## src/rtl/tag_channel_filter.sv

```systemverilog
// tag_channel_filter
//   Pipelined AXI-Stream stage placed in front of the measurement stage.
//   Each accepted word has its tkeep lanes masked by the per-channel enable
//   mask. Words whose filtered tkeep is empty are consumed without being
//   stored. Non-empty words pass through a 2-entry skid buffer, which is an
//   output register plus a skid register. Saturating counters track how many
//   tags were forwarded and how many were masked out.
//
// Ports
//   clk, rst          : stream clock, synchronous active-high reset
//   s_axis_*          : upstream word (tvalid/tready/tkeep/channel/tagtime)
//   m_axis_*          : filtered word towards the measurement stage
//   channel_mask_i    : bit c = 1 enables channel c (used in the accept cycle)
//   clear_counters_i  : synchronous clear of both counters
//   tags_passed_o     : saturating count of forwarded tags
//   tags_dropped_o    : saturating count of masked-out tags
module tag_channel_filter #(
  parameter int WORD_WIDTH    = 4,
  parameter int TIME_WIDTH    = 64,
  parameter int CHANNEL_WIDTH = 6,
  parameter int CNT_WIDTH     = 32
) (
  input  logic                                clk,
  input  logic                                rst,
  input  logic                                s_axis_tvalid,
  output logic                                s_axis_tready,
  input  logic [WORD_WIDTH-1:0]               s_axis_tkeep,
  input  logic [CHANNEL_WIDTH*WORD_WIDTH-1:0] s_axis_channel,
  input  logic [TIME_WIDTH*WORD_WIDTH-1:0]    s_axis_tagtime,
  output logic                                m_axis_tvalid,
  input  logic                                m_axis_tready,
  output logic [WORD_WIDTH-1:0]               m_axis_tkeep,
  output logic [CHANNEL_WIDTH*WORD_WIDTH-1:0] m_axis_channel,
  output logic [TIME_WIDTH*WORD_WIDTH-1:0]    m_axis_tagtime,
  input  logic [2**CHANNEL_WIDTH-1:0]         channel_mask_i,
  input  logic                                clear_counters_i,
  output logic [CNT_WIDTH-1:0]                tags_passed_o,
  output logic [CNT_WIDTH-1:0]                tags_dropped_o
);

  localparam int CW  = CHANNEL_WIDTH * WORD_WIDTH;
  localparam int TW  = TIME_WIDTH * WORD_WIDTH;
  localparam int PCW = $clog2(WORD_WIDTH + 1);

  // Number of set bits in a lane-valid vector
  function automatic logic [PCW-1:0] popcount(input logic [WORD_WIDTH-1:0] v);
    logic [PCW-1:0] cnt;
    cnt = {PCW{1'b0}};
    for (int i = 0; i < WORD_WIDTH; i++) begin
      cnt = cnt + PCW'(v[i]);
    end
    return cnt;
  endfunction

  // Add a small increment to a counter; the result sticks at all-ones
  function automatic logic [CNT_WIDTH-1:0] sat_add(input logic [CNT_WIDTH-1:0] a,
                                                   input logic [PCW-1:0]       b);
    logic [CNT_WIDTH:0] sum;
    sum = {1'b0, a} + (CNT_WIDTH + 1)'(b);
    if (sum[CNT_WIDTH]) begin
      return {CNT_WIDTH{1'b1}};
    end else begin
      return sum[CNT_WIDTH-1:0];
    end
  endfunction

  // Output register, skid register, ready and counters
  logic                  r_out_valid, r_skid_valid, r_ready;
  logic [WORD_WIDTH-1:0] r_out_keep, r_skid_keep;
  logic [CW-1:0]         r_out_chan, r_skid_chan;
  logic [TW-1:0]         r_out_time, r_skid_time;
  logic [CNT_WIDTH-1:0]  r_passed, r_dropped;

  logic                  w_out_valid_n, w_skid_valid_n, w_ready_n;
  logic [WORD_WIDTH-1:0] w_out_keep_n, w_skid_keep_n;
  logic [CW-1:0]         w_out_chan_n, w_skid_chan_n;
  logic [TW-1:0]         w_out_time_n, w_skid_time_n;
  logic [CNT_WIDTH-1:0]  w_passed_n, w_dropped_n;

  logic                  w_accept, w_store, w_out_free;
  logic [WORD_WIDTH-1:0] w_keep_f;
  logic [PCW-1:0]        w_pass_inc, w_drop_inc;

  assign w_accept   = s_axis_tvalid & r_ready;
  assign w_store    = w_accept & (|w_keep_f);
  // The output register can take a word when it is empty or being drained now
  assign w_out_free = ~r_out_valid | m_axis_tready;

  // Lane filter: each lane's tkeep is gated by the enable bit of its channel
  always_comb begin
    w_keep_f = {WORD_WIDTH{1'b0}};
    for (int i = 0; i < WORD_WIDTH; i++) begin
      w_keep_f[i] = s_axis_tkeep[i] &
                    channel_mask_i[s_axis_channel[i*CHANNEL_WIDTH +: CHANNEL_WIDTH]];
    end
  end

  // Skid buffer next state: refill the output from skid first, then from input
  always_comb begin
    w_out_valid_n  = r_out_valid;
    w_out_keep_n   = r_out_keep;
    w_out_chan_n   = r_out_chan;
    w_out_time_n   = r_out_time;
    w_skid_valid_n = r_skid_valid;
    w_skid_keep_n  = r_skid_keep;
    w_skid_chan_n  = r_skid_chan;
    w_skid_time_n  = r_skid_time;
    if (w_out_free) begin
      if (r_skid_valid) begin
        // The skid word is older, so it moves up first. A new word only
        // arrives here if ready was high, and it then refills the skid.
        w_out_valid_n  = 1'b1;
        w_out_keep_n   = r_skid_keep;
        w_out_chan_n   = r_skid_chan;
        w_out_time_n   = r_skid_time;
        w_skid_valid_n = w_store;
        w_skid_keep_n  = w_store ? w_keep_f : r_skid_keep;
        w_skid_chan_n  = w_store ? s_axis_channel : r_skid_chan;
        w_skid_time_n  = w_store ? s_axis_tagtime : r_skid_time;
      end else if (w_store) begin
        w_out_valid_n = 1'b1;
        w_out_keep_n  = w_keep_f;
        w_out_chan_n  = s_axis_channel;
        w_out_time_n  = s_axis_tagtime;
      end else begin
        // Payload is left as is; it is only meaningful while tvalid is high
        w_out_valid_n = 1'b0;
      end
    end else begin
      if (w_store) begin
        w_skid_valid_n = 1'b1;
        w_skid_keep_n  = w_keep_f;
        w_skid_chan_n  = s_axis_channel;
        w_skid_time_n  = s_axis_tagtime;
      end else begin
        w_skid_valid_n = r_skid_valid;
      end
    end
    // Ready is registered: it follows skid occupancy one edge later
    w_ready_n = ~w_skid_valid_n;
  end

  // Counter next state: a clear overrides any increment in the same cycle
  always_comb begin
    w_pass_inc = popcount(w_keep_f);
    w_drop_inc = popcount(s_axis_tkeep & ~w_keep_f);
    if (clear_counters_i) begin
      w_passed_n  = {CNT_WIDTH{1'b0}};
      w_dropped_n = {CNT_WIDTH{1'b0}};
    end else if (w_accept) begin
      w_passed_n  = sat_add(r_passed, w_pass_inc);
      w_dropped_n = sat_add(r_dropped, w_drop_inc);
    end else begin
      w_passed_n  = r_passed;
      w_dropped_n = r_dropped;
    end
  end

  // State registers with synchronous reset
  always_ff @(posedge clk) begin
    if (rst) begin
      r_out_valid  <= 1'b0;
      r_out_keep   <= {WORD_WIDTH{1'b0}};
      r_out_chan   <= {CW{1'b0}};
      r_out_time   <= {TW{1'b0}};
      r_skid_valid <= 1'b0;
      r_skid_keep  <= {WORD_WIDTH{1'b0}};
      r_skid_chan  <= {CW{1'b0}};
      r_skid_time  <= {TW{1'b0}};
      r_ready      <= 1'b0;
      r_passed     <= {CNT_WIDTH{1'b0}};
      r_dropped    <= {CNT_WIDTH{1'b0}};
    end else begin
      r_out_valid  <= w_out_valid_n;
      r_out_keep   <= w_out_keep_n;
      r_out_chan   <= w_out_chan_n;
      r_out_time   <= w_out_time_n;
      r_skid_valid <= w_skid_valid_n;
      r_skid_keep  <= w_skid_keep_n;
      r_skid_chan  <= w_skid_chan_n;
      r_skid_time  <= w_skid_time_n;
      r_ready      <= w_ready_n;
      r_passed     <= w_passed_n;
      r_dropped    <= w_dropped_n;
    end
  end

  assign s_axis_tready  = r_ready;
  assign m_axis_tvalid  = r_out_valid;
  assign m_axis_tkeep   = r_out_keep;
  assign m_axis_channel = r_out_chan;
  assign m_axis_tagtime = r_out_time;
  assign tags_passed_o  = r_passed;
  assign tags_dropped_o = r_dropped;

endmodule

```

## config.mk

```make
export PLATFORM = sky130hd
export DESIGN_NAME = tag_channel_filter
export DESIGN_NICKNAME = d
export VERILOG_FILES = /design/src/rtl/tag_channel_filter.sv
export SDC_FILE = /design/constraint.sdc
export NUM_CORES = 1
export LEC_CHECK = 0
export ABC_AREA = 0
export BUFFER_PORTS_ARGS = -buffer_cell sky130_fd_sc_hd__clkbuf_2
export CAP_MARGIN = 20
export CORE_AREA = 2 2 272 274
export DETAILED_ROUTE_END_ITERATION = 10
export DIE_AREA = 0 0 274 276
export PLACE_DENSITY = 0.71
export SETUP_SLACK_MARGIN = 0.3
export SLEW_MARGIN = 20
export SYNTH_ARGS = -nofsm -noshare
export SYNTH_HDL_FRONTEND = slang
export SYNTH_SLANG_ARGS = --single-unit
```

## constraint.sdc

```tcl
create_clock -name clk -period 3.9 [get_ports clk]
set_input_delay 0 -clock clk [delete_from_list [all_inputs] [get_ports clk]]
set_output_delay 0 -clock clk [all_outputs]
set_load 0.03 [all_outputs]
```

# Yosys cells after proc, flatten, opt, wreduce, memory -nomap -nowiden
# Cells that the tools add are included.
# totals
mem_count	0
word_cells	69
mem_bits_ro	0
output_inout_bits	350
ramBits	0
inputBits	353
register_bits	635
latch_bits	0
# classes
add_sub_neg	8
n_mux	30
n_lt_le_gt_ge	4
eq_ne	1
mul	0
n_div	0
shift	0
reduce_logical	4
n_bitwise	11
# op_table
cell	n
256-bit 2-to-1 mux	5
24-bit 2-to-1 mux	5
32-bit by 3-bit adder with 33-bit output	2
32-bit 2-to-1 mux	2
6-bit by 7-bit less-than comparator with 1-bit output, second input constant	4
1-bit binary-select mux with 6-bit select	4
4-bit 2-to-1 mux	5
1-bit 2-to-1 mux	9
2-bit by 1-bit adder with 3-bit output	2
3-bit by 1-bit adder with 3-bit output	2
1-bit AND	6
1-bit by 1-bit adder with 2-bit output	2
4-bit AND	1
4-bit inverter	1
4-bit OR reduction	1
2-bit != test, second input constant	1
1-bit inverter	2
2-bit AND reduction	1
2-bit nonzero test	1
2-bit OR reduction	1
1-bit bitwise OR	1

# Logic depth before layout (Yosys ltp)
# logic_depth
ltp_word	10
mapped_depth	19
ltp_nobuf	17

# Worst setup path before layout
# OpenSTA, ideal clock, no wires.
# synth_timing
kind	input-to-reg
startpoint	input s_axis_channel[1]
endpoint	register r_dropped[10] (netlist: tags_dropped_o[10])
path_buffers	3
arrival_ns	3.924
path_slack_ns	-0.095
setup_time_ns	0.070
required_time_ns	3.830
path_stages	18
cell_sequence	clkbuf_1 > buf_2 > mux2i_1 > a22oi_1 > nand3_1 > nand3_1 > o22ai_1 > and2_1 > fa_1 > fa_1 > fa_1 > nand3_1 > nor3_1 > nand2_1 > nor3_1 > nand2_1 > clkbuf_1 > a21oi_1
# synth_between
elab_chain_cells	10
# synth_lines
element	line	rtl
from (decl)	28	input logic [CHANNEL_WIDTH*WORD_WIDTH-1:0] s_axis_channel,
1-bit binary-select mux with 6-bit select	94	channel_mask_i[s_axis_channel[i*CHANNEL_WIDTH +: CHANNEL_WIDTH]];
1-bit 2-to-1 mux (implied by the code)	94	
1-bit AND	93	w_keep_f[i] = s_axis_tkeep[i] &
4-bit inverter	146	w_drop_inc = popcount(s_axis_tkeep & ~w_keep_f);
4-bit AND	146	
1-bit by 1-bit adder with 2-bit output	50	cnt = cnt + PCW'(v[i]);
2-bit by 1-bit adder with 3-bit output	50	
3-bit by 1-bit adder with 3-bit output	50	
32-bit by 3-bit adder with 33-bit output	59	sum = {1'b0, a} + (CNT_WIDTH + 1)'(b);
32-bit 2-to-1 mux	60	if (sum[CNT_WIDTH]) begin
to (signal assigned)	172	r_dropped <= {CNT_WIDTH{1'b0}};
to (signal assigned)	184	r_dropped <= w_dropped_n;
to (decl)	72	logic [CNT_WIDTH-1:0] r_passed, r_dropped;
# No other way between the ends. The select of a mux whose other input is x is not followed.
# A chain may end at the register's enable or synchronous reset.

# Worst setup path after layout
# layout_timing
startpoint	input s_axis_channel[18]
endpoint	register r_passed[18] (netlist: tags_passed_o[18])
# layout_between
elab_chain_cells	6
# layout_lines
element	line	rtl
1-bit binary-select mux with 6-bit select	94	
1-bit 2-to-1 mux (implied by the code)	94	
1-bit AND	93	
3-bit by 1-bit adder with 3-bit output	50	
32-bit by 3-bit adder with 33-bit output	59	
32-bit 2-to-1 mux	60	
to (signal assigned)	171	r_passed <= {CNT_WIDTH{1'b0}};
to (signal assigned)	183	r_passed <= w_passed_n;
to (decl)	72	
# No other way between the ends. The select of a mux whose other input is x is not followed.

==> impl_metrics.env <==
export IMPL_status="finished clean"
export IMPL_worst_setup_path_start_kind="input pin"
export IMPL_cts_tree="built"
export IMPL_die_x_um=274
export IMPL_dp_cells=4351
export IMPL_syn_instance_count=2865
export IMPL_synth_avg_cell_area_um2=9.50
export IMPL_detail_route_first_pass_iterations=5
export IMPL_area_growth_pct=36.7
export IMPL_clockBufferDepth=3
export IMPL_cts_buffers=70
export IMPL_overflow=0
export IMPL_ys_warnings_count=0
export IMPL_dieArea_um2=75600
export IMPL_synth_ff_latch_count=635
export IMPL_grt_usage_pct=24.7
export IMPL_worstSetupEndpointType="flop"
export IMPL_hp_class="input pin to flop"
export IMPL_hpwl_um=61400
export IMPL_wl_met1_um=39100
export IMPL_std_cell_rows=99
export IMPL_cpMostUsedCell="buf_4"
export IMPL_synth_top_cell_by_area="dfxtp_1"
export IMPL_finClkSkew_ps=33.3
export IMPL_drt_total_wl_um=98900
export IMPL_cp_required_ps=4330
export IMPL_p_leak_nw=15.1
export IMPL_ys_types=63
export IMPL_hold_viol=0
export IMPL_htree_levels=3
export IMPL_fin_cells=4773
export IMPL_vdd_drop_max_mv=0.390
export IMPL_synth_flop_cell="dfxtp_1"
export IMPL_cap_violations=0
export IMPL_worst_pin_slew_ps=1160
export IMPL_synth_top_area_share_pct=46.7
export IMPL_ys_async_sr_fraction_pct=0
export IMPL_setup_viol=0
export IMPL_reg2reg_to="tags_passed_o[20]"
export IMPL_place_gp_congestion=0.990
export IMPL_drc=0
export IMPL_final_area_um2=37200
export IMPL_critPathMaxFanout=5
export IMPL_num_io_pins=703
export IMPL_fin_crit_sh_pct=90.9
export IMPL_synthTopCellsByArea="dfxtp_1 47%, a221o_1 10%, and2_1 6.6%"
export IMPL_port_buffers=702
export IMPL_fin_crit_ps=3540
export IMPL_rsz0062_at_grt="no"
export IMPL_seq_area_frac_synth_pct=46.7
export IMPL_core_area_um2=72600
export IMPL_synth_fp_nets=3226
export IMPL_drtIter0Drc=2858
export IMPL_synth_edf_count=0
export IMPL_worst_r2r_setup_slack_ps=940
export IMPL_cts_sinks=635
export IMPL_start_util_pct=37.5
export IMPL_slowest_stage="mux4_2"
export IMPL_grt_pass1_wl_um=152000
export IMPL_slew_viol_final=0
export IMPL_clk_latency_ps=610
export IMPL_vias=27400
export IMPL_yosysMostFrequentCell="dfxtp_1"
export IMPL_grt_pass1_vias=26600
export IMPL_cp_cell_sequence="dlygate4sd3_1, clkbuf_4, mux4_2, mux4_2, nand2_1, nand3_1, o311a_1, inv_2, fa_2, inv_2, fa_2, nand4_1, buf_4, buf_4, buf_4, nor2_4, nand2_2, xor2_2, a21oi_2"
export IMPL_worstPathArrival_ps=3980
export IMPL_wl_met2_um=46300
export IMPL_dr_max_layer_used="met4"
export IMPL_holdWs_ps=50.2
export IMPL_yosys_top_cells_count="635 x dfxtp_1, 347 x a21oi_1, 326 x nand3_1"
export IMPL_fmax_mhz=282
export IMPL_power_mw=16.1
export IMPL_via_per_inst=5.74
export IMPL_wl_per_cell_um=20.7
export IMPL_antenna_found_initial=6
export IMPL_dr_wl_met3_um=8620
export IMPL_syn_cell_area_um2=27200
export IMPL_grt_max_degree=171
export IMPL_worstSetupPathType="input pin to flop"
export IMPL_die_h_um=276
export IMPL_finalNetCount=4115
export IMPL_relSlewSlack_pct=22.5
export IMPL_crit_end="tags_passed_o[18]"
export IMPL_worstReg2RegStart="tags_passed_o[0]"
export IMPL_slowest_delay_ps=530
export IMPL_crit_start="s_axis_channel[18]"
export IMPL_drive_gt1_share_pct=27.1
export IMPL_place_area_um2=31700
export IMPL_cts_root_buf="clkbuf_16"
export IMPL_cts_clk_slew_worst_paths_ps=60
export IMPL_ant_nets=0
export IMPL_rr_worst_depth=13
export IMPL_power_density_nw_per_um2=433
==> cell usage in the layout (no fill, tap or decap), types with 72 or more instances in the layout <==
cell	count
a221o_1	280
buf_4	87
a21oi_1	338
clkbuf_16	72
dfxtp_1	635
and2_1	285
dlygate4sd3_1	282
nand3_1	322
clkbuf_2	695
o21ai_0	255
==> registers in the layout, summed over array words and instances, names as in the netlist <==
name and flops:
m_axis_tagtime 256, r_skid_valid 1, r_skid_time 256, tags_passed_o 32
s_axis_tready 1, m_axis_tvalid 1, r_skid_keep 4, r_skid_chan 24
m_axis_tkeep 4, tags_dropped_o 32, m_axis_channel 24
==> metrics by stage <==
stage	TNS, ps	setup slack [ps]	utilization, %
4_1_cts	0	317	50.8
6_report	0	357	51.2
2_1_floorplan	0	251	-
3_3_place_gp	-2780	-171	43.6
3_5_place_dp	-5440	-205	43.6
5_1_grt	0	244	51.2
==> cell families (layout without fill, tap and decap cells) <==
kind of cell	after synthesis	after routing	synth area share, %
flip-flops	635	635	46.7
XOR/XNOR	48	48	1.54
other	0	9	0
adder cells (fa/ha/maj)	8	8	0.533
AND/OR/NAND/NOR	785	785	15.8
AO/OA/AOI/OAI	979	979	23.9
buffers and inverters	303	1243	5.92
multiplexers	107	107	5.61
==> layer usage <==
metal / track usage, % / vias to the layer above
met1: 30.4 / 13300
met2: 39.9 / 1384
li1: - / 12500
met4: 11.5 / 0
met3: 6.63 / 292
met5: 0 / -
==> critical path, delay by kind of cell <==
family                   cells  cell delay [ps]
multiplexers                 2             1040
AO/OA/AOI/OAI                2              290
adder cells (fa/ha/maj)      2              620
buffers and inverters        7             1310
AND/OR/NAND/NOR              5              540
XOR/XNOR                     1              180
==> worst min-delay path by stage <==
stage / from / to / slack, ps / cells after the start
after global placement: s_axis_tagtime[129] / m_axis_tagtime[129] / 240 / 2
after CTS: s_axis_tkeep[3] / r_skid_keep[3] / 20 / 4
after detailed placement: s_axis_tagtime[192] / m_axis_tagtime[192] / 240 / 2
after global routing: s_axis_channel[16] / r_skid_chan[16] / 40 / 5
final: s_axis_channel[16] / r_skid_chan[16] / 50 / 5
after floorplan: s_axis_channel[10] / m_axis_channel[10] / 140 / 1
==> timing repair <==
action,CTS,global route
gates resized for setup,0,62
hold buffers,282,2
endpoints found under the hold margin,566,2
endpoints found under the setup margin,0,51
buffers inserted,0,6
==> where the power goes <==
part / switching (mW) / total [mW] / internal, mW / leakage [nW]
clock network: 2.82 / 6.98 / 4.16 / 1.19
registers: 0.131 / 6.82 / 6.69 / 5.14
logic: 1.42 / 2.29 / 0.874 / 8.77
==> layout make-up <==
type / instances / area, um^2
Clock buffer: 96 / 2000
Tap cell: 959 / 1200
Multi-Input combinational cell: 1927 / 13200
Sequential cell: 635 / 12700
Clock inverter: 27 / 419
Antenna cell: 9 / 22.5
Fill cell: 6388 / 35400
Timing Repair Buffer: 1104 / 7620
Inverter: 16 / 60.1
(Power assumes the default switching activity.)
